==> src/rtl/charaan_adc_pkg.sv <==
// charaan_adc_pkg
// Shared constants for the 3-bit data converter path. Used by both the
// flash ADC thermometer-to-binary encoder and the DAC-side
// binary-to-thermometer decoder. Both sides therefore agree on code width
// and unit-element count.
//   N_BITS : binary code width
//   N_ELEM : number of unit elements (always 2**N_BITS)
package charaan_adc_pkg;

  localparam int N_BITS = 3;
  localparam int N_ELEM = 1 << N_BITS;

endpackage

==> src/rtl/charaan_therm_rot.sv <==
// charaan_therm_rot
// Purely combinational rotated-thermometer generator. Exactly code+1
// elements are set. They start at element 'start' and wrap modulo N_ELEM.
// With start = 0 this gives the plain thermometer word.
// Ports:
//   code  : binary code k (0..N_ELEM-1)
//   start : index of the first enabled element
//   therm : unit-element enable word
module charaan_therm_rot
  import charaan_adc_pkg::*;
(
  input  logic [N_BITS-1:0] code,
  input  logic [N_BITS-1:0] start,
  output logic [N_ELEM-1:0] therm
);

  logic [N_BITS-1:0] offset;

  // Element i is enabled when its distance from 'start' (mod N_ELEM) is
  // at most k. The N_BITS-wide subtraction supplies the wrap for free.
  always_comb begin
    therm  = '0;
    offset = '0;
    for (int i = 0; i < N_ELEM; i++) begin
      offset   = N_BITS'(i) - start;
      therm[i] = (offset <= code);
    end
  end

endmodule

==> src/rtl/charaan_therm_dec.sv <==
// charaan_therm_dec
// Binary-to-thermometer decoder for a unit-element DAC. It has optional
// data-weighted averaging (DWA): when dem_en is set, each accepted code
// enables the next k+1 elements, starting at ptr, and ptr advances past
// them. One registered output stage carries backpressure.
// Ports:
//   clk, rst   : clock (rising edge), synchronous active-high reset
//   code_in    : binary code k (0..7)
//   in_valid   : code_in valid
//   in_ready   : block can accept a code this cycle
//   dem_en     : 1 = DWA rotation, 0 = fixed mapping (sampled on accept)
//   therm_out  : unit-element enable word
//   out_valid  : therm_out valid
//   out_ready  : downstream consumes therm_out
//   ptr        : current DWA start pointer (debug)
//
// Handshake: a transfer happens on a rising edge where valid && ready.
// A producer holds valid (and data) stable until that edge. in_ready is
// a function of the output register and out_ready only, never of
// in_valid. A word held with out_valid=1 stays unchanged until it is
// consumed or reset.
module charaan_therm_dec
  import charaan_adc_pkg::*;
(
  input  logic              clk,
  input  logic              rst,
  input  logic [N_BITS-1:0] code_in,
  input  logic              in_valid,
  output logic              in_ready,
  input  logic              dem_en,
  output logic [N_ELEM-1:0] therm_out,
  output logic              out_valid,
  input  logic              out_ready,
  output logic [N_BITS-1:0] ptr
);

  logic              accept;
  logic [N_BITS-1:0] rot_start;
  logic [N_ELEM-1:0] rot_word;

  // Register is free when it is empty, or when its word drains this cycle.
  assign in_ready = !out_valid || out_ready;
  assign accept   = in_valid && in_ready;

  // Fixed mode is the rotator anchored at element 0. ptr is left alone
  // so that DWA resumes where it stopped.
  assign rot_start = dem_en ? ptr : '0;

  charaan_therm_rot u_rot (
    .code  (code_in),
    .start (rot_start),
    .therm (rot_word)
  );

  always_ff @(posedge clk) begin
    if (rst) begin
      out_valid <= 1'b0;
      therm_out <= '0;
      ptr       <= '0;
    end else if (accept) begin
      out_valid <= 1'b1;
      therm_out <= rot_word;
      if (dem_en) begin
        // Advance past the k+1 elements just used. This wraps mod N_ELEM,
        // so k=7 returns ptr to itself.
        ptr <= ptr + code_in + N_BITS'(1);
      end
    end else if (out_ready) begin
      // Drained with no replacement. therm_out keeps its last value.
      out_valid <= 1'b0;
    end
  end

endmodule

==> config.mk <==
export PLATFORM = sky130hd
export DESIGN_NAME = charaan_therm_dec
export DESIGN_NICKNAME = d
export VERILOG_FILES = /design/src/rtl/charaan_adc_pkg.sv /design/src/rtl/charaan_therm_rot.sv /design/src/rtl/charaan_therm_dec.sv
export SDC_FILE = /design/constraint.sdc
export NUM_CORES = 1
export LEC_CHECK = 0
export ABC_AREA = 1
export BUFFER_PORTS_ARGS = -buffer_cell sky130_fd_sc_hd__buf_4
export CAP_MARGIN = 0
export CORE_UTILIZATION = 40
export DETAILED_ROUTE_END_ITERATION = 10
export MAX_ROUTING_LAYER = met4
export PLACE_DENSITY = 0.72
export SLEW_MARGIN = 25
export SYNTH_ARGS = -nofsm -noshare
export SYNTH_HDL_FRONTEND = slang
export SYNTH_SLANG_ARGS = --single-unit
==> constraint.sdc <==
create_clock -name clk -period 1.55 [get_ports clk]
set_input_delay 0.3875 -clock clk [delete_from_list [all_inputs] [get_ports clk]]
set_output_delay 0.3875 -clock clk [all_outputs]
set_load 0.01 [all_outputs]
==> metrics <==
DP Worst Slack=-0.221 ns; clk slew on worst S/H paths=0.09 ns; RePlAce Congestion=0.761; register area share after synthesis=0.239; crit path capture type=register; minimum clock period=1.53 ns; final setup TNS=0 ns; GRT met2 Usage=0.380; RSZ-0062 raised after global routing=yes; YS warnings=0; Placeable Area=2300 sq um; VDD IR max=0.000459 V; WP data arrival=1.71 ns; count leader, synth=nand2_1; Die Outline Area=2720 sq um; worst stage delay on the critical path=0.39 ns; Antenna Cells=0; hpwl dp=1760 um; post-synthesis cell count=146; IO Count=21; CTS tree=done; Clock Latency Late Sink=0.28 ns; number of I/O port buffers=20; Initial DRC Count=13; Synth area leaders=dfxtp_1, ha_1, nand2_1; Syn Nets=169; worst-margin pin slew=0.462 ns; crit path kind=register to register; share of post-route cells with drive strength above 1=0.497; critical path's top delay family=adder cells; largest net degree at the start of global routing=15; commonest register cell after synthesis=dfxtp_1; critical path's slowest cell=dfxtp_4; async set-reset flop share out of synthesis=0; final setup violating endpoints=0; grt met3 use=0.0351; Hold Crit Class=input pin to register; number of global-route vias before repair=1025; Slew HR=0.691; dominant cell type by area after synthesis=dfxtp_1; Pwr Density=678 nW/um^2; Area growth syn-to-layout=48.5%; final wirelength=2460 um; Netlist cell types=21; Post-Place Cells=203; fin cells=209; CP cell instances=nand2_8 -> ha_4 -> inv_2 -> ha_4 -> inv_2 -> o21bai_4 -> nand2_1 -> a21oi_2 -> nor2_1; Overflow after GRT=0; max-slew violation count=0; highest clock rate=0.652 GHz; Die Ht=52.2 um; initial antenna violation count=0; Worst Skew=0.0115 ns; ANT nets after route=0; EDFF count, synth=0; Max Cap Viol=0; leakage power=0.000736 uW; DRC=0; CP required=1.72 ns; DRT Pass-1 Iters=2; status=completed; met1 Usage GRT=0.238; global-route wire length before repair=4160 um; critical path fanouts, max=5; cell row count=17; Yosys reg bits=12; Post-Syn Area=1010 sq um; width of the die=52.2 um; CTS Sinks=12; Avg Cell Area, Syn=6.89 sq um; GRT Total Usage=0.217; CP bufs+invs=2; crit start category=register; Fin. Hold Viols=0; most frequent cells after synthesis=nand2_1, inv_1, ha_1, nor2_1, dfxtp_1; initial core utilization=0.438; wire per inst=11.8 um; CTS root buf=clkbuf_4; CTS H-Tree Depth=1; gr busiest metal=met2; clk buf depth=2; Tcrit/Tclk final=0.990; vias=1040; setup ws final=0.0162 ns; Final Power=1010 uW; top-area cell type share of the netlist area=0.239; layout net count=205; average via count per standard cell=4.98; TritonCTS Buffers=3
-- flip-flops by register name (all words and copies together) (netlist names) --
signal     flops
ptr            3
out_valid      1
therm_out      8
-- power breakdown --
part / switching [uW] / total [uW] / internal [uW]
Sequential: 22.3 / 359 / 336
Combinational: 232 / 437 / 205
Clock: 118 / 218 / 99.9
Total: 372 / 1010 / 641
-- area by class of cell --
| type | instances | area [sq um] |
|---|---|---|
| inverters | 30 | 118 |
| well taps | 28 | 35.0 |
| clock buffers | 4 | 26.3 |
| fillers | 211 | 803 |
| repair buffers | 33 | 264 |
| multi-input cells | 102 | 802 |
| flip-flops and latches | 12 | 249 |
-- cells in the final DEF, fill, tap and decap left out, types with 3 or more instances in the layout --
cell type	synthesis	final
o21ai_1	8	8
a21oi_1	9	6
nor2_1	14	12
buf_4	0	31
ha_4	0	4
a21oi_2	6	9
nand2_2	3	10
clkbuf_4	0	3
nand3_1	8	7
inv_1	25	17
inv_2	5	11
nand2_1	28	18
ha_1	14	10
dfxtp_1	12	9
-- path summary, 6_finish.rpt --
kind,end,cells after the start,from,slack (ns)
setup / recovery,therm_out[6],9,ptr[1],0.02
setup reg to reg,therm_out[6],9,ptr[1],0.02
hold / removal,out_valid,2,rst,0.25
hold reg to reg,therm_out[4],2,therm_out[4],0.52
-- through the flow --
step	cell area [sq um]	utilization	hold WS (ns)
after floorplan	1050	-	0.457
after global placement	1310	0.570	0.487
after detailed placement	1310	0.570	0.501
after CTS	1370	0.595	0.248
after global routing	1490	0.650	0.246
final	1490	0.650	0.248
-- per-layer routing --
| layer | part of all wire | up-vias |
|---|---|---|
| li1 | - | 535 |
| met1 | 0.43 | 478 |
| met5 | 0 | - |
| met4 | 0.014 | 0 |
| met3 | 0.028 | 4 |
| met2 | 0.52 | 23 |
-- timing repair --
item                       in CTS  in global routing
buffers inserted                0                  2
pin swaps                       2                 13
setup endpoints to repair       3                  8
hold buffers                    0                  0
resized for setup               6                 31
hold endpoints to repair        0                  0
gates cloned                    0                  0
-- cells by family (layout without fill, tap and decap cells) --
| group | after synthesis | in the layout | share of synthesized area |
|---|---|---|---|
| adders and majority gates | 15 | 15 | 0.194 |
| xor gates and xnor gates | 1 | 1 | 0.00871 |
| DFF | 12 | 12 | 0.239 |
| buffers and inverters | 32 | 67 | 0.128 |
| AOI/OAI and AO/OA | 29 | 29 | 0.190 |
| and+or+nand+nor | 57 | 57 | 0.240 |
Note: power is estimated with default switching activity, not from simulation.
